`config.mk`:
```
export PLATFORM = sky130hd
export DESIGN_NAME = stream_demux
export DESIGN_NICKNAME = d
export VERILOG_FILES = /design/src/rtl/stream_demux_pkg.sv /design/src/rtl/demux_chan_reg.sv /design/src/rtl/stream_demux.sv
export SDC_FILE = /design/constraint.sdc
export NUM_CORES = 1
export LEC_CHECK = 0
export ABC_AREA = 1
export BUFFER_PORTS_ARGS = -buffer_cell sky130_fd_sc_hd__buf_2
export CORE_MARGIN = 5
export CORE_UTILIZATION = 53
export CTS_BUF_LIST = sky130_fd_sc_hd__clkbuf_2
export DETAILED_ROUTE_END_ITERATION = 6
export GPL_TIMING_DRIVEN = 0
export HOLD_SLACK_MARGIN = 0.05
export MAX_ROUTING_LAYER = met4
export PLACE_DENSITY = 0.82
export SETUP_SLACK_MARGIN = 0.02
export SYNTH_ARGS = -nofsm -noshare
export SYNTH_HDL_FRONTEND = slang
export SYNTH_SLANG_ARGS = --single-unit
```
`constraint.sdc`:
```
create_clock -name clk -period 1.9 [get_ports clk]
set_clock_uncertainty 0.2 [all_clocks]
set_input_delay 0.285 -clock clk [delete_from_list [all_inputs] [get_ports clk]]
set_output_delay 0.285 -clock clk [all_outputs]
set_load 0.1 [all_outputs]
```
`src/rtl/stream_demux_pkg.sv`:
```
`default_nettype none
// ============================================================================
//  Module      : stream_demux_pkg
//  Description : Shared constants and helpers for the stream_demux block:
//                mode encoding, default geometry, pointer wrap-increment.
//  Revision    : 1.0 - initial release
// ============================================================================
package stream_demux_pkg;

  // Policy select encoding presented on the mode input.
  localparam logic MODE_ADDR = 1'b0;
  localparam logic MODE_RR   = 1'b1;

  // Default geometry of the demultiplexer.
  localparam int DEFAULT_DATA_W = 8;
  localparam int DEFAULT_NCH    = 4;

  // Next round-robin target: wraps from the last channel back to channel 0.
  function automatic int unsigned rr_wrap_inc(input int unsigned ptr,
                                              input int unsigned nch);
    return (ptr == nch - 1) ? 32'd0 : ptr + 32'd1;
  endfunction

endpackage
`default_nettype wire

```
`src/rtl/demux_chan_reg.sv`:
```
`default_nettype none
// ============================================================================
//  Module      : demux_chan_reg
//  Description : One-entry holding register for a single output channel.
//                Loads a word on request, drains on valid&ready, and allows
//                drain and load in the same cycle without a bubble.
//  Revision    : 1.0 - initial release
// ============================================================================
module demux_chan_reg
  import stream_demux_pkg::*;
#(
  parameter int DATA_W = DEFAULT_DATA_W
) (
  input  logic              clk,
  input  logic              rst,
  input  logic              load,
  input  logic [DATA_W-1:0] load_data,
  input  logic              ready,
  output logic              valid,
  output logic [DATA_W-1:0] data,
  output logic              free
);

  logic              r_valid;
  logic [DATA_W-1:0] r_data;

  // The slot can take a word if it is empty or is being emptied this cycle.
  assign free  = ~r_valid | ready;
  assign valid = r_valid;
  assign data  = r_data;

  // Load wins over drain so a simultaneous drain+load keeps valid high.
  always_ff @(posedge clk) begin
    if (rst) begin
      r_valid <= 1'b0;
      r_data  <= '0;
    end else if (load) begin
      r_valid <= 1'b1;
      r_data  <= load_data;
    end else if (r_valid && ready) begin
      r_valid <= 1'b0;
    end
  end

endmodule
`default_nettype wire

```
`src/rtl/stream_demux.sv`:
```
`default_nettype none
// ============================================================================
//  Module      : stream_demux
//  Description : Registered 1-to-NCH stream demultiplexer with valid/ready
//                on the input and every output channel. Target is in_sel, or
//                an internal round-robin pointer when STREAM_DEMUX_RR_EN is
//                defined and mode=MODE_RR. Targets >= NCH are discarded
//                with a one-cycle err pulse.
//  Options     : `define STREAM_DEMUX_RR_EN to build the round-robin path.
//  Revision    : 1.0 - initial release
// ============================================================================
module stream_demux
  import stream_demux_pkg::*;
#(
  parameter int DATA_W = DEFAULT_DATA_W,
  parameter int NCH    = DEFAULT_NCH,
  parameter int SEL_W  = $clog2(NCH)
) (
  input  logic                  clk,
  input  logic                  rst,
  input  logic                  in_valid,
  output logic                  in_ready,
  input  logic [DATA_W-1:0]     in_data,
  input  logic [SEL_W-1:0]      in_sel,
  input  logic                  mode,
  output logic [NCH-1:0]        out_valid,
  input  logic [NCH-1:0]        out_ready,
  output logic [NCH*DATA_W-1:0] out_data,
  output logic                  err,
  output logic [SEL_W-1:0]      rr_ptr
);

  localparam logic [SEL_W:0] C_NCH = (SEL_W + 1)'(NCH);

  logic [SEL_W-1:0] w_target;
  logic             w_target_ok;
  logic             w_free_sel;
  logic             w_accept;
  logic [NCH-1:0]   w_free;
  logic [NCH-1:0]   w_load;
  logic             r_err;

`ifdef STREAM_DEMUX_RR_EN
  logic [SEL_W-1:0] r_rr_ptr;
  logic             w_rr_mode;

  assign w_rr_mode = (mode == MODE_RR);
  assign w_target  = w_rr_mode ? r_rr_ptr : in_sel;
  assign rr_ptr    = r_rr_ptr;

  // Pointer moves only when a word is actually taken in round-robin mode.
  always_ff @(posedge clk) begin
    if (rst) begin
      r_rr_ptr <= '0;
    end else if (w_accept && w_rr_mode) begin
      r_rr_ptr <= SEL_W'(rr_wrap_inc(32'(r_rr_ptr), NCH));
    end
  end
`else
  // Addressed-only build: mode has no effect and the pointer reads as 0.
  logic w_mode_unused;
  assign w_mode_unused = mode;
  assign w_target      = in_sel;
  assign rr_ptr        = '0;
`endif

  // Targets beyond the last channel exist only for non-power-of-2 NCH.
  assign w_target_ok = ({1'b0, w_target} < C_NCH);

  // Pick the free flag of the targeted channel without an out-of-range index.
  always_comb begin
    w_free_sel = 1'b0;
    for (int k = 0; k < NCH; k++) begin
      if (w_target == SEL_W'(k)) begin
        w_free_sel = w_free[k];
      end
    end
  end

  // Invalid targets are always accepted so they can be dropped.
  assign in_ready = w_target_ok ? w_free_sel : 1'b1;
  assign w_accept = in_valid & in_ready;

  // One-hot load strobe to the targeted channel register.
  always_comb begin
    w_load = '0;
    for (int k = 0; k < NCH; k++) begin
      if (w_accept && w_target_ok && (w_target == SEL_W'(k))) begin
        w_load[k] = 1'b1;
      end
    end
  end

  // Registered one-cycle pulse for each discarded word.
  always_ff @(posedge clk) begin
    if (rst) begin
      r_err <= 1'b0;
    end else begin
      r_err <= w_accept & ~w_target_ok;
    end
  end

  assign err = r_err;

  for (genvar k = 0; k < NCH; k++) begin : g_chan
    demux_chan_reg #(
      .DATA_W(DATA_W)
    ) u_chan (
      .clk      (clk),
      .rst      (rst),
      .load     (w_load[k]),
      .load_data(in_data),
      .ready    (out_ready[k]),
      .valid    (out_valid[k]),
      .data     (out_data[k*DATA_W +: DATA_W]),
      .free     (w_free[k])
    );
  end

endmodule
`default_nettype wire
```
## Word-level counts from Yosys, hierarchy flattened

Cells that the tools add are included.

- Multiplexer cells: 16
- Reductions and logical operators: 13
- Equal/unequal tests: 3
- Bitwise logic cells: 9

Operators with widths:

| operator | number |
|---|---|
| $mux 1 | 16 |
| $logic_and 1x1->1 | 8 |
| $reduce_bool 2->1 | 4 |
| $eq 2x2->1 const B | 2 |
| $not 1->1 | 4 |
| $or 1x1->1 | 4 |
| $eq 2x1->1 const B | 1 |
| $logic_not 2->1 | 1 |
| $and 1x1->1 | 1 |

- Input bits: 18
- Bits in registers: 36

## Longest topological paths before layout

- Depth in word-level cells: 10
- Depth in mapped cells: 9
- Depth with buffers taken out: 9

## Cells and area by module

A second synthesis with hierarchy kept.

- Cells, all modules: 178
- Area, all modules: 1338.8 µm²

Modules (own cells, without submodules):

| module | area each (µm²) | instances | cells an instance | sequential area each (µm²) |
|---|---|---|---|---|
| demux_chan_reg | 304.0 | 4 | 38 | 180.2 |
| stream_demux | 122.6 | 1 | 26 | 0.0 |

## Least setup slack after synthesis

OpenSTA, ideal clock, no wires.

- Kind: in2reg
- Start: input port in_sel[1]
- End: register g_chan[1].u_chan.r_data[7]
- Path slack: 0.278 ns
- Setup time: 0.110 ns
- Buffers on the path: 1
- Arrival time: 1.312 ns
- Cell stages on the path: 9
- Required time: 1.590 ns
- Cell sequence: nand2_1 -> inv_2 -> nand2_1 -> nand2_1 -> nor2_4 -> clkbuf_8 -> nand4_1 -> nand2_1 -> nor2_1

- Word-level cells in the longest chain between the ends: 8
- Elaborated cells on any way between the ends: 11
- Those cells by class: 3 x eq/ne; 5 x mux; 1 x bitwise; 2 x reduce/logical

Ends and longest elaborated chain:

| element | RTL line | source |
|---|---|---|
| from (decl) | stream_demux.sv:24 | `input logic [SEL_W-1:0] in_sel,` |
| $logic_not 2->1 | stream_demux.sv:74 | `if (w_target == SEL_W'(k)) begin` |
| $mux 1 (3 in a row) | stream_demux.sv:74 |  |
| $mux 1 * | stream_demux.sv:74 |  |
| net in_ready | stream_demux.sv:22 | `output logic in_ready,` |
| $and 1x1->1 * | stream_demux.sv:82 | `assign w_accept = in_valid & in_ready;` |
| $logic_and 1x1->1 * | stream_demux.sv:88 | `if (w_accept && w_target_ok && (w_target == SEL_W'(k))) begin` |
| $mux 1 * | stream_demux.sv:88 |  |
| to (signal assigned) | demux_chan_reg.sv:39 | `r_data <= load_data;` |
| to (decl) | demux_chan_reg.sv:25 | `logic [DATA_W-1:0] r_data;` |

The timed path passes the listed nets; every way through them passes the cells marked *.
A chain may end at the register's enable or synchronous reset.

## Worst setup path in the final report

- Start: register g_chan[3].u_chan.r_valid
- End: output port in_ready

- Word-level cells in the longest chain between the ends: 3

Ends and longest elaborated chain:

| element | RTL line | source |
|---|---|---|
| from (decl) | demux_chan_reg.sv:24 | `logic r_valid;` |
| from (signal assigned) | demux_chan_reg.sv:35 | `r_valid <= 1'b0;` |
| from (signal assigned) | demux_chan_reg.sv:38 | `r_valid <= 1'b1;` |
| from (signal assigned) | demux_chan_reg.sv:41 | `r_valid <= 1'b0;` |
| $not 1->1 | demux_chan_reg.sv:28 | `assign free = ~r_valid \| ready;` |
| $or 1x1->1 | demux_chan_reg.sv:28 |  |
| $mux 1 | stream_demux.sv:74 |  |
| to (decl) | stream_demux.sv:22 |  |

Every way passes these cells.

==> flow_metrics.env <==
export IMPL_status="finished, final reports clean"
export IMPL_grt_pass1_vias=1712
export IMPL_ir_worst_vdd_mv=0.461
export IMPL_setup_viol=0
export IMPL_cts_buffers=5
export IMPL_leakage_uw=0.00136
export IMPL_viasPerCell=4.49
export IMPL_multi_input_area_um2=751
export IMPL_drt_wl_total_um=4560
export IMPL_track_usage_pct=19.7
export IMPL_design_area_um2=2360
export IMPL_die_y_um=69.4
export IMPL_arrival_ns=1.33
export IMPL_max_freq_ghz=0.550
export IMPL_rrSetupSlack_ns=0.18
export IMPL_setup_worst_path_end_class="output pin"
export IMPL_htreeDepth=2
export IMPL_pwr_share_comb_pct=34.8
export IMPL_reg2reg_to="g_chan[3].u_chan.data[7]"
export IMPL_diodes=0
export IMPL_min_period_over_period_pct=95.7
export IMPL_port_buffers=52
export IMPL_place_ws_ns=-0.256
export IMPL_max_slew_worst_pin_slew_ns=0.552
export IMPL_drc=0
export IMPL_holdCritPathClass="input port to register"
export IMPL_finalPower_uw=1760
export IMPL_fill_cells=309
export IMPL_layout_drive_gt1_share_pct=27.3
export IMPL_place_area_um2=2200
export IMPL_area_growth_pct=25.9
export IMPL_nNetsFinal=377
export IMPL_crit_type="register to output pin"
export IMPL_tritoncts="done"
export IMPL_clk_latency_ns=0.39
export IMPL_clkPwrFrac_pct=18.8
export IMPL_holdPathEnd="g_chan[2].u_chan.data[7]"
export IMPL_final_cell_mix="inv_1, nand2_1, buf_2"
export IMPL_grt_pass1_wl_um=7470
export IMPL_sw_frac_of_total_pct=42.7
export IMPL_synth_seq_area_share_pct=38.5
export IMPL_critPathBufInv=2
export IMPL_worst_slack_ns=0.0813
export IMPL_initial_core_util_pct=55.3
export IMPL_vias=1819
export IMPL_rows=21
export IMPL_core_area_um2=3390
export IMPL_min_path_cells=5
export IMPL_slew_violations=0
export IMPL_finalHoldViolCount=0
export IMPL_seqCellArea_um2=726
export IMPL_maxCapViolCount=0
export IMPL_cts_sinks=36
export IMPL_start_kind="register"
export IMPL_syn_inst=291
export IMPL_cp_max_fo=3
export IMPL_hpwl_um=3210
export IMPL_dr_pass1_iters=4
export IMPL_grt_max_degree=11
export IMPL_postSynthRegisterBits=36
export IMPL_ys_types=15
export IMPL_dieArea_um2=4820
export IMPL_root_buffer="clkbuf_2"
export IMPL_yosysWarningCount=0
export IMPL_switching_power_uw=750
export IMPL_crit_family="flip-flops"
export IMPL_die_width_um=69.4
export IMPL_ios=58
export IMPL_timing_rr_start="g_chan[3].u_chan.valid"
export IMPL_grt_overflow=0
export IMPL_finalCriticalPeriod_ns=1.82
export IMPL_final_antenna_net_count=0
export IMPL_path_cells="inv_2 > nor2_4 > nand2_2 > nand2_2 > nor2_4 > buf_12"
export IMPL_syn_area_um2=1870
export IMPL_mostFrequentLayoutCell="inv_1"
export IMPL_gp_congestion=0.881
export IMPL_antenna_found_initial=0
export IMPL_pwr_share_seq_pct=46.4
export IMPL_drtIter0Drc=112
export IMPL_cp_slowest_cell="dfxtp_2"
export IMPL_intPower_uw=1010
export IMPL_post_drt_wl_per_cell_um=11.3
export IMPL_rsz0062_at_grt="no"
export IMPL_cellPowerDensity_nw_per_um2=745
export IMPL_hold_worst_slack_ns=0.0831
export IMPL_cpPeakStageDelay_ns=0.36
export IMPL_r2r_cells=10
export IMPL_path_clk_slew_ns=0.17
export IMPL_critPathRequiredTime_ns=1.41
export IMPL_syn_area_per_cell_um2=6.44
export IMPL_hp_start="in_data[7]"
export IMPL_slew_headroom_pct=63.2
export IMPL_cts_max_path_buffers=2
export IMPL_cp_depth=6
[timing repair]
action,4_1_cts,5_1_grt
endpoints found under the hold margin,4,0
resized for setup,14,8
setup buffers,4,0
pin swaps,3,2
endpoints found under the setup margin,1,20
hold buffers,5,0
[worst max path at each step]
stage / startpoint / end / slack (ns)
after detailed placement: in_sel[1] / in_ready / -0.26
after global routing: g_chan[3].u_chan.valid / in_ready / 0.02
after floorplan: in_sel[1] / g_chan[1].u_chan.data[7] / 0.28
after CTS: g_chan[1].u_chan.valid / in_ready / 0.11
after global placement: in_sel[1] / in_ready / -0.24
final: g_chan[3].u_chan.valid / in_ready / 0.08
[power groups by stage]
stage	registers, uW	logic, uW	clock network (uW)
6_report	815	611	330
5_1_grt	822	650	368
4_1_cts	815	604	335
3_5_place_dp	831	591	0
3_3_place_gp	829	585	0
2_1_floorplan	1100	226	0
[Yosys cell counts]
library cell / n / area, um^2
inv_1: 84 / 315
nor2_1: 36 / 135
clkbuf_8: 3 / 41.3
dfxtp_1: 36 / 721
conb_1: 1 / 3.75
nand2_1: 73 / 274
buf_4: 11 / 82.6
nand4_1: 32 / 200
inv_2: 1 / 3.75
nor2_2: 3 / 18.8
nand3_2: 4 / 40.0
nor2_4: 1 / 11.3
buf_1: 2 / 7.51
clkbuf_1: 1 / 3.75
a21oi_1: 3 / 15.0
[per-stage QoR]
step | utilization, % | std cells | TNS [ns]
after floorplan | - | 293 | 0
after global placement | 64.9 | 391 | -0.244
after detailed placement | 64.9 | 391 | -0.256
after CTS | 68.9 | 406 | 0
after global routing | 69.5 | 405 | 0
final | 69.5 | 405 | 0
[sequential cells by signal (all words and copies together), names as in the netlist]
register / flops
g_chan.u_chan.valid: 4
g_chan.u_chan.data: 32
[tightest hold or removal path, stage by stage]
cell and delay, ns:
buf_2 0.08, inv_1 0.08, nand4_1 0.09, nand2_1 0.04, nor2_1 0.06
[layer usage]
layer	vias to the layer above	part of all wire [%]	GRT usage [%]
met5	-	0	-
met4	0	1.6	7.59
met3	8	6.2	4.20
met2	56	47	31.6
met1	778	45	24.3
li1	977	-	-
[logic make-up after synthesis]
kind of cell           Yosys count  share of synthesized area [%]
other                            1                          0.200
buffers and inverters          102                           24.2
AOI/OAI and AO/OA                3                          0.801
DFF                             36                           38.5
and+or+nand+nor                149                           36.3
[cell type report]
| class | count | area share (%) |
|---|---|---|
| multi-input cells | 155 | 31.8 |
| flip-flops and latches | 36 | 30.8 |
| repair buffers | 60 | 14.8 |
| inverters | 85 | 13.5 |
| clock inverters | 1 | 0.212 |
| plain buffers | 16 | 5.15 |
| well taps | 46 | 2.44 |
| clock buffers | 6 | 1.27 |
Note: power is estimated with default switching activity, not from simulation.
